<file path="src/rtl/bus_fabric_pkg.sv">
// Shared types and helpers for the bus fabric.
// Bus index width, CPU bus numbering and link-map decoding.
package bus_fabric_pkg;

    localparam int BUS_IDX_W = 4;
    localparam int MAX_BUSES = 16;
    localparam int MAX_LINKS = 64;
    localparam int LINK_MAP_W = BUS_IDX_W * MAX_LINKS;

    typedef logic [BUS_IDX_W-1:0] bus_idx_t;

    localparam bus_idx_t BUS_DB  = 4'd0;
    localparam bus_idx_t BUS_SB  = 4'd1;
    localparam bus_idx_t BUS_ADH = 4'd2;
    localparam bus_idx_t BUS_ADL = 4'd3;

    function automatic bus_idx_t link_idx(
        input logic [LINK_MAP_W-1:0] map,
        input int k
    );
        return map[k*BUS_IDX_W +: BUS_IDX_W];
    endfunction

endpackage

</file>
<file path="src/rtl/bus_hold_cell.sv">
// Per-bus dynamic charge: retention, precharge and leakage decay.
// Priority: reset, driven, precharge, decay, charge sharing.
module bus_hold_cell
    import bus_fabric_pkg::*;
#(
    parameter int WIDTH        = 8,
    parameter int DECAY_CYCLES = 16
) (
    input  logic             clk,
    input  logic             rst,
    input  logic             grp_driven,
    input  logic             precharge,
    input  logic [WIDTH-1:0] resolved,
    output logic [WIDTH-1:0] hold_q,
    output logic             decayed_q
);

    localparam int CNT_W =
        (DECAY_CYCLES > 0) ? $clog2(DECAY_CYCLES + 1) : 1;
    localparam logic [CNT_W-1:0] CNT_LAST = CNT_W'(DECAY_CYCLES - 1);
    localparam logic [CNT_W-1:0] CNT_MAX  = '1;

    logic [CNT_W-1:0] decay_cnt;

    always_ff @(posedge clk) begin
        if (rst) begin
            hold_q    <= '1;
            decay_cnt <= '0;
            decayed_q <= 1'b0;
        end else if (grp_driven) begin
            hold_q    <= resolved;
            decay_cnt <= '0;
            decayed_q <= 1'b0;
        end else if (precharge) begin
            hold_q    <= '1;
            decay_cnt <= '0;
            decayed_q <= 1'b0;
        end else if (DECAY_CYCLES != 0 && decay_cnt == CNT_LAST) begin
            // leaked charge reads as all-ones; counter parks here
            hold_q    <= '1;
            decayed_q <= 1'b1;
        end else begin
            hold_q <= resolved;
            if (decay_cnt != CNT_MAX) begin
                decay_cnt <= decay_cnt + CNT_W'(1);
            end
        end
    end

endmodule

</file>
<file path="src/rtl/bus_fabric.sv">
// Wired-AND dynamic bus fabric with transitive pass-gate links.
// Optional driver-fight detection: BUS_FABRIC_CONFLICT_DETECT_EN.
module bus_fabric
    import bus_fabric_pkg::*;
#(
    parameter int NUM_BUSES    = 3,
    parameter int WIDTH        = 8,
    parameter int NUM_LINKS    = 2,
    parameter logic [BUS_IDX_W*NUM_LINKS-1:0] LINK_A_MAP = {4'd1, 4'd1},
    parameter logic [BUS_IDX_W*NUM_LINKS-1:0] LINK_B_MAP = {4'd2, 4'd0},
    parameter int DECAY_CYCLES = 16
) (
    input  logic                       clk,
    input  logic                       rst,
    input  logic [NUM_BUSES-1:0]       bus_drv_en,
    input  logic [NUM_BUSES*WIDTH-1:0] bus_from_modules,
    input  logic [NUM_BUSES*WIDTH-1:0] bus_mask,
    input  logic [NUM_LINKS-1:0]       link_en,
    input  logic                       precharge,
    output logic [NUM_BUSES*WIDTH-1:0] bus_to_modules,
    output logic [NUM_BUSES-1:0]       bus_undriven,
    output logic [NUM_BUSES-1:0]       bus_decayed,
    output logic [NUM_BUSES-1:0]       bus_conflict
);

    localparam logic [LINK_MAP_W-1:0] A_MAP = LINK_MAP_W'(LINK_A_MAP);
    localparam logic [LINK_MAP_W-1:0] B_MAP = LINK_MAP_W'(LINK_B_MAP);

    logic [NUM_BUSES-1:0] grp [NUM_BUSES];
    logic [NUM_BUSES-1:0] bus_drv;
    logic [NUM_BUSES-1:0] grp_driven;
    logic [WIDTH-1:0]     contrib  [NUM_BUSES];
    logic [WIDTH-1:0]     hold_q   [NUM_BUSES];
    logic [WIDTH-1:0]     resolved [NUM_BUSES];

    // each pass extends every group by at least one link hop
    always_comb begin
        int a;
        int b;
        a = 0;
        b = 0;
        for (int i = 0; i < NUM_BUSES; i++) begin
            grp[i]    = '0;
            grp[i][i] = 1'b1;
        end
        for (int p = 0; p < NUM_BUSES - 1; p++) begin
            for (int k = 0; k < NUM_LINKS; k++) begin
                a = int'(link_idx(A_MAP, k));
                b = int'(link_idx(B_MAP, k));
                if (link_en[k] && a < NUM_BUSES && b < NUM_BUSES) begin
                    grp[a] = grp[a] | grp[b];
                    grp[b] = grp[a];
                end
            end
        end
    end

    always_comb begin
        logic [WIDTH-1:0] c_acc;
        logic [WIDTH-1:0] h_acc;
        c_acc = '1;
        h_acc = '1;
        for (int i = 0; i < NUM_BUSES; i++) begin
            bus_drv[i] = bus_drv_en[i]
                       | ~&bus_mask[i*WIDTH +: WIDTH];
            contrib[i] = (bus_drv_en[i] ? bus_from_modules[i*WIDTH +: WIDTH]
                                        : {WIDTH{1'b1}})
                       & bus_mask[i*WIDTH +: WIDTH];
        end
        for (int i = 0; i < NUM_BUSES; i++) begin
            c_acc = '1;
            h_acc = '1;
            for (int j = 0; j < NUM_BUSES; j++) begin
                if (grp[i][j]) begin
                    c_acc = c_acc & contrib[j];
                    h_acc = h_acc & hold_q[j];
                end
            end
            grp_driven[i] = |(grp[i] & bus_drv);
            resolved[i]   = grp_driven[i] ? c_acc : h_acc;
        end
    end

    for (genvar i = 0; i < NUM_BUSES; i++) begin : g_bus
        assign bus_to_modules[i*WIDTH +: WIDTH] = resolved[i];
        assign bus_undriven[i] = ~grp_driven[i];

        bus_hold_cell #(
            .WIDTH        (WIDTH),
            .DECAY_CYCLES (DECAY_CYCLES)
        ) u_cell (
            .clk        (clk),
            .rst        (rst),
            .grp_driven (grp_driven[i]),
            .precharge  (precharge),
            .resolved   (resolved[i]),
            .hold_q     (hold_q[i]),
            .decayed_q  (bus_decayed[i])
        );
    end

`ifdef BUS_FABRIC_CONFLICT_DETECT_EN
    logic [NUM_BUSES-1:0] conflict_now;
    logic [NUM_BUSES-1:0] conflict_q;

    // masks are excluded: only module drivers can fight
    always_comb begin
        logic [WIDTH-1:0] zeros;
        logic [WIDTH-1:0] ones;
        zeros = '0;
        ones  = '0;
        for (int i = 0; i < NUM_BUSES; i++) begin
            zeros = '0;
            ones  = '0;
            for (int j = 0; j < NUM_BUSES; j++) begin
                if (grp[i][j] && bus_drv_en[j]) begin
                    zeros = zeros | ~bus_from_modules[j*WIDTH +: WIDTH];
                    ones  = ones  |  bus_from_modules[j*WIDTH +: WIDTH];
                end
            end
            conflict_now[i] = |(zeros & ones);
        end
    end

    always_ff @(posedge clk) begin
        if (rst) begin
            conflict_q <= '0;
        end else begin
            conflict_q <= conflict_q | conflict_now;
        end
    end

    assign bus_conflict = conflict_q;
`else
    assign bus_conflict = '0;
`endif

endmodule

</file>
<file path="config.mk">
export PLATFORM = sky130hd
export DESIGN_NAME = bus_fabric
export DESIGN_NICKNAME = d
export VERILOG_FILES = /design/src/rtl/bus_fabric_pkg.sv /design/src/rtl/bus_hold_cell.sv /design/src/rtl/bus_fabric.sv
export SDC_FILE = /design/constraint.sdc
export NUM_CORES = 1
export LEC_CHECK = 0
export ABC_AREA = 1
export CORE_MARGIN = 2
export CORE_UTILIZATION = 35
export CTS_BUF_LIST = sky130_fd_sc_hd__clkbuf_16
export CTS_CLUSTER_DIAMETER = 30
export DETAILED_ROUTE_END_ITERATION = 12
export GPL_TIMING_DRIVEN = 0
export PLACE_DENSITY = 0.68
export SLEW_MARGIN = 0
export SYNTH_ARGS = -nofsm -noshare
export SYNTH_HDL_FRONTEND = slang
export SYNTH_SLANG_ARGS = --single-unit
</file>
<file path="constraint.sdc">
create_clock -name clk -period 2.4 [get_ports clk]
set_input_delay 0.48 -clock clk [delete_from_list [all_inputs] [get_ports clk]]
set_output_delay 0.48 -clock clk [all_outputs]
set_load 0.03 [all_outputs]
</file>
==> results of run 1 <==
-- placed cells by master (no fill, tap or decap), types with 5 or more instances in the layout --
cell type,n
buf_6,15
buf_2,13
nor2_1,34
dlygate4sd2_1,23
clkdlybuf4s50_1,28
xor2_1,6
dfxtp_1,42
nand4_1,26
nand2_4,5
o21ai_0,15
inv_2,8
a21oi_1,52
clkbuf_16,5
a21oi_2,17
nand2_2,15
nand3_4,6
nand2_1,151
nand3_1,26
buf_4,40
inv_1,29
o21a_1,6
ha_1,9
-- flip-flops by register name (all words and copies together), names as in the netlist --
signal and count:
g_bus.u_cell.decayed_q 3, g_bus.u_cell.hold_q 24, g_bus.u_cell.decay_cnt 15
-- routing by layer --
layer	GRT usage	vias up
met2	0.384	191
met1	0.284	1856
met4	0.0717	0
li1	-	1923
met5	0	-
met3	0.0437	24
-- power groups by stage --
| stage | clock network (W) | registers [W] | logic [W] |
|---|---|---|---|
| after floorplan | 0 | 0.000752 | 0.000310 |
| after global placement | 0 | 0.000756 | 0.000530 |
| after detailed placement | 0 | 0.000756 | 0.000535 |
| after CTS | 0.000668 | 0.000741 | 0.000557 |
| after global routing | 0.000692 | 0.000743 | 0.000641 |
| final | 0.000650 | 0.000741 | 0.000590 |
-- stage by stage --
stage / instances / total power [W] / TNS [ns] / util
floorplan: 512 / 0.00106 / 0 / -
global placement: 705 / 0.00129 / -18.30 / 0.463
detailed placement: 705 / 0.00129 / -18.74 / 0.463
CTS: 739 / 0.00197 / 0 / 0.508
global route: 743 / 0.00208 / -0.0638 / 0.519
finish: 743 / 0.00198 / 0 / 0.519
-- critical path, stage by stage --
cell,delay (ns)
clkdlybuf4s50_1,0.47
o21ai_1,0.13
nand2_1,0.10
nand2_1,0.11
a21oi_2,0.22
nand2_1,0.10
nand2_1,0.08
buf_2,0.20
-- worst max path at each step --
| stage | start | endpoint | slack (ns) | cells past startpoint |
|---|---|---|---|---|
| floorplan | bus_mask[17] | bus_to_modules[18] | 0.33 | 9 |
| global placement | bus_mask[13] | bus_to_modules[18] | -0.85 | 11 |
| detailed placement | bus_mask[8] | bus_to_modules[18] | -0.87 | 11 |
| CTS | bus_from_modules[21] | bus_to_modules[5] | 0.01 | 10 |
| global route | bus_from_modules[5] | bus_to_modules[21] | -0.03 | 8 |
| finish | bus_from_modules[5] | bus_to_modules[21] | 0.04 | 8 |
-- final cells by class --
class | instances | area share
repair inverters | 2 | 0.00264
plain buffers | 20 | 0.0311
clock inverters | 3 | 0.00343
well taps | 111 | 0.0293
flip-flops and latches | 42 | 0.177
clock buffers | 5 | 0.0264
multi-input cells | 407 | 0.494
repair buffers | 111 | 0.199
inverters | 42 | 0.0369
-- cell families (layout without fill, tap and decap cells) --
family / count (synthesis) / count (layout) / share of synthesized area
compound gates: 103 / 103 / 0.168
xor+xnor: 9 / 9 / 0.0241
fa+ha+maj: 9 / 9 / 0.0345
buf+inv: 63 / 183 / 0.0957
flops: 42 / 42 / 0.257
mux: 3 / 3 / 0.0103
other cells: 1 / 3 / 0.00115
simple gates: 280 / 280 / 0.409
-- repair_timing --
item,CTS,global route
cloned,2,0
buffers inserted,25,4
pin swaps,21,5
resized for setup,240,33
setup endpoints to repair,27,26
==> flow_metrics.py, run 1 <==
metrics = {
    "die": {
        "num_rows": 35,
        "die_y_um": 101,
        "chipWidth_um": 101,
        "dieArea_um2": 10100,
        "core_um2": 9150,
        "boundaryPins": 89,
        "start_util": 0.357,
    },
    "routing": {
        "drc": 0,
        "first_iter_violations": 286,
        "top_layer": "met4",
        "wl_per_cell_um": 15.4,
        "vias_per_cell": 5.38,
        "drtPass1Iterations": 5,
        "vias": 3994,
        "ant_nets": 0,
        "wl_met1_mm": 4.81,
        "totalWireLength_mm": 11.4,
        "met3WireLength_um": 994,
        "dr_wl_met2_mm": 5.36,
    },
    "logic_synthesis": {
        "synthTopCellsByCount": "nand2_1 (160), a21oi_1 (69), dfxtp_1 (42), nor2_1 (38), inv_1 (34)",
        "synth-edff-count": 0,
        "yosysUniqueCellTypes": 35,
        "synth_cells": 510,
        "synth.avg_cell_area_um2": 6.41,
        "synth_largest_area_cell": "dfxtp_1",
        "synth_seq_area_share": 0.257,
        "syn_area_um2": 3270,
        "synth.most_common_cell": "nand2_1",
        "synth-warning-count": 0,
        "ys_top_cells_by_area": "dfxtp_1 (26%), nand2_1 (18%), a21oi_1 (11%)",
        "yosys_most_used_dff": "dfxtp_1",
        "synth-seq-cells": 42,
        "async_reset_ff_frac": 0,
        "synth.top_cell.area_share": 0.257,
    },
    "timing": {
        "fin_ws_ns": 0.0388,
        "max_freq_mhz": 424,
        "hold_viol": 0,
        "clock_skew_ns": 0.00372,
        "finalSetupViolCount": 0,
        "slew_violations": 0,
        "fin_crit_sh": 0.984,
        "relSlewSlack": 0.569,
        "rsz0062_at_grt": "true",
        "finalHoldWorstSlack_ns": 0.485,
        "worst_pin_slew_ns": 0.647,
        "min_period_ns": 2.36,
    },
    "grt": {
        "grt_max_degree": 14,
        "grt_pass1_wl_mm": 18.2,
        "grt_usage": 0.225,
        "antenna_found_initial": 0,
        "grt_overflow": 0,
        "first_global_vias": 3923,
    },
    "power": {
        "p_per_area_nw_per_um2": 418,
        "power.leakage_nw": 2.28,
        "p_clk_frac": 0.328,
        "p_seq_frac": 0.374,
        "switchingPower_w": 0.000643,
        "combinationalPowerShare": 0.298,
        "vdd_ir_drop_max_uv": 465,
        "switching_share": 0.324,
        "p_int_w": 0.00134,
    },
    "placed_design": {
        "dp_hpwl_mm": 8.49,
        "numPortBuffers": 82,
        "gp_congestion": 1.01,
        "placed_area_um2": 4240,
        "pre_cts_ws_ns": -0.865,
    },
    "outcome": {
        "status": "finished, final reports clean",
    },
    "clock_network": {
        "clk_latency_ns": 0.28,
        "path_clk_slew_ns": 0.06,
        "cts-hold-fix-buffers": 0,
        "clockBufferDepth": 2,
        "numClockSinks": 42,
        "root_buffer": "clkbuf_16",
        "cts_tree": "yes",
        "h-tree-depth": 2,
        "numCtsBuffers": 5,
    },
    "min_path": {
        "min_delay_path_depth": 2,
        "min_from": "g_bus[2].u_cell.decayed_q$_SDFFE_PP0P_",
        "hold_path_end": "g_bus[2].u_cell.decayed_q$_SDFFE_PP0P_",
        "hold_path.class": "reg2reg",
    },
    "critical_path": {
        "cp.arrival_ns": 1.88,
        "crit_required_ns": 1.92,
        "reg2reg_to": "g_bus[2].u_cell.decay_cnt[4]$_SDFFE_PP0P_",
        "critPathKind": "in2out",
        "r2r-start": "g_bus[2].u_cell.decay_cnt[0]$_SDFFE_PP0P_",
        "reg2reg_slack_ns": 0.57,
        "cp-start-kind": "input port",
        "r2r_cells": 6,
        "worstSetupEndpointType": "primary output",
        "cp_max_fo": 2,
    },
    "cells_and_area": {
        "diodes": 0,
        "drive_above_1_share": 0.258,
        "fillCellCount": 924,
        "area_growth_pct": 45.2,
        "final_cell_area_um2": 4750,
        "seqCellArea_um2": 841,
        "multiInputGateArea_um2": 2340,
        "nets": 696,
    },
    "run": {
        "maxCapViolCount": 0,
    },
}
(Power assumes the default switching activity.)
==> run 2, diff against run 1 <==
GPL_TIMING_DRIVEN = not set   (was 0)
clock period = 2.85 ns   (was 2.4 ns; I/O delays follow)
==> run 2 against run 1 <==
  * Clock power is 18% lower
  * Routed wire length is 4.9% lower
  * Count of clock-buffer cells in the layout stayed put
  * Sequential share of layout area is 0.40 points higher
  * Utilization is 1.1 points lower
  * Critical endpoint is now bus_to_modules[12]
==> flow_metrics.py, run 2 (synthesis results as in run 1) <==
metrics = {
    "critical_path": {
        "cp-start-kind": "input port",
        "worstSetupEndpointType": "primary output",
        "cp_max_fo": 34,
        "cp.arrival_ns": 2.22,
        "crit_required_ns": 2.28,
        "critPathKind": "in2out",
    },
    "timing": {
        "max_freq_mhz": 358,
        "finalSetupViolCount": 0,
        "setup_tns_ns": 0,
        "slew_violations": 0,
        "fin_crit_sh": 0.980,
        "relSlewSlack": 0.589,
        "clock_skew_ns": 0.00479,
        "fin_ws_ns": 0.0574,
        "worst_pin_slew_ns": 0.614,
        "hold_viol": 0,
        "min_period_ns": 2.79,
    },
    "power": {
        "p_clk_frac": 0.322,
        "p_seq_frac": 0.378,
        "combinationalPowerShare": 0.300,
        "vdd_ir_drop_max_uv": 287,
        "power.leakage_nw": 2.19,
        "switching_share": 0.309,
        "switchingPower_w": 0.000511,
        "p_per_area_nw_per_um2": 356,
        "p_total_w": 0.00165,
        "p_int_w": 0.00114,
    },
    "cells_and_area": {
        "drive_above_1_share": 0.193,
        "largest_reg_flops": 24,
        "reg.largest.list": "g_bus.u_cell.hold_q x24, g_bus.u_cell.decay_cnt x15, g_bus.u_cell.decayed_q x3",
        "layout_commonest_cell": "nand2_1",
        "diodes": 0,
        "final_cell_area_um2": 4640,
        "fillCellCount": 884,
        "final_cell_mix": "nand2_1 (154), a21oi_1 (64), clkdlybuf4s50_1 (56), buf_4 (46), dfxtp_1 (42)",
        "top_register": "g_bus.u_cell.hold_q",
        "area_growth_pct": 42.0,
        "nets": 680,
        "fin_util": 0.507,
    },
    "routing": {
        "drtPass1Iterations": 5,
        "drc": 0,
        "ant_nets": 0,
        "vias_per_cell": 5.22,
        "first_iter_violations": 313,
        "wl_per_cell_um": 15.0,
        "vias": 3789,
        "totalWireLength_mm": 10.9,
    },
    "die": {
        "core_um2": 9150,
        "chipWidth_um": 101,
        "dieArea_um2": 10100,
        "num_rows": 35,
        "start_util": 0.357,
        "boundaryPins": 89,
        "die_y_um": 101,
    },
    "grt": {
        "grt_usage": 0.203,
        "first_global_vias": 3576,
        "antenna_found_initial": 0,
        "grt_pass1_wl_mm": 16.4,
        "grt_max_degree": 35,
        "grt_overflow": 0,
    },
    "clock_network": {
        "clk_latency_ns": 0.28,
        "root_buffer": "clkbuf_16",
        "clockBufferDepth": 2,
        "numCtsBuffers": 5,
        "cts_tree": "yes",
        "path_clk_slew_ns": 0.05,
        "h-tree-depth": 2,
        "cts-hold-fix-buffers": 0,
        "numClockSinks": 42,
    },
    "placed_design": {
        "numPortBuffers": 85,
        "dp_hpwl_mm": 8.36,
        "gp_congestion": 1.04,
        "placed_area_um2": 4320,
        "pre_cts_ws_ns": 0.00107,
    },
    "min_path": {
        "hold_path.class": "reg2reg",
    },
    "outcome": {
        "status": "finished, final reports clean",
    },
    "run": {
        "maxCapViolCount": 0,
    },
}
-- run 2: what timing repair did --
item                       CTS  global route
gates resized for setup      1            29
gates cloned                 0             3
setup buffers                0             9
setup endpoints to repair    1            25
pin swaps                    0             4
-- run 2: power groups by stage --
stage	registers (W)	clock network [W]	logic [W]
floorplan	0.000633	0	0.000261
global placement	0.000637	0	0.000471
detailed placement	0.000637	0	0.000475
CTS	0.000624	0.000545	0.000479
global route	0.000626	0.000563	0.000539
finish	0.000624	0.000531	0.000496
-- run 2: path summary, 6_finish.rpt --
path | depth (start not counted) | slack (ns) | to | startpoint
worst max-delay path | 8 | 0.06 | bus_to_modules[12] | link_en[1]
worst min-delay path | 2 | 0.49 | g_bus[2].u_cell.decayed_q$_SDFFE_PP0P_ | g_bus[2].u_cell.decayed_q$_SDFFE_PP0P_
worst max register to register | 7 | 0.97 | g_bus[1].u_cell.hold_q[5]$_SDFF_PP1_ | g_bus[1].u_cell.decay_cnt[0]$_SDFFE_PP0P_
worst min register to register | 2 | 0.49 | g_bus[2].u_cell.decayed_q$_SDFFE_PP0P_ | g_bus[2].u_cell.decayed_q$_SDFFE_PP0P_
-- run 2: per-stage QoR --
stage	cells	hold WS, ns
2_1_floorplan	512	0.456
5_1_grt	726	0.521
3_5_place_dp	707	0.478
3_3_place_gp	707	0.472
4_1_cts	714	0.499
6_report	726	0.491
-- run 2: final cells by class --
cell class,instances,area [um^2],area share
multi-input combinational,410,2230,0.480
inverter,42,169,0.0364
tap,111,139,0.0299
timing repair buffer,114,1130,0.244
sequential,42,841,0.181
clock buffer,5,125,0.0270
clock inverter,2,7.51,0.00162
-- run 2: layer usage --
metal	wire [um]	global-route usage	vias up
li1	-	-	1901
met1	4790	0.253	1717
met2	5040	0.355	145
met3	758	0.0305	26
met4	278	0.0727	0
met5	0	0	-
-- run 2: worst max-delay path, cell delays in order --
cell and delay [ns]:
clkdlybuf4s50_1 0.51, buf_12 0.22, nand2_1 0.13, nand2_1 0.08
a21oi_1 0.31, nand2_2 0.10, nand2_1 0.15, buf_12 0.14
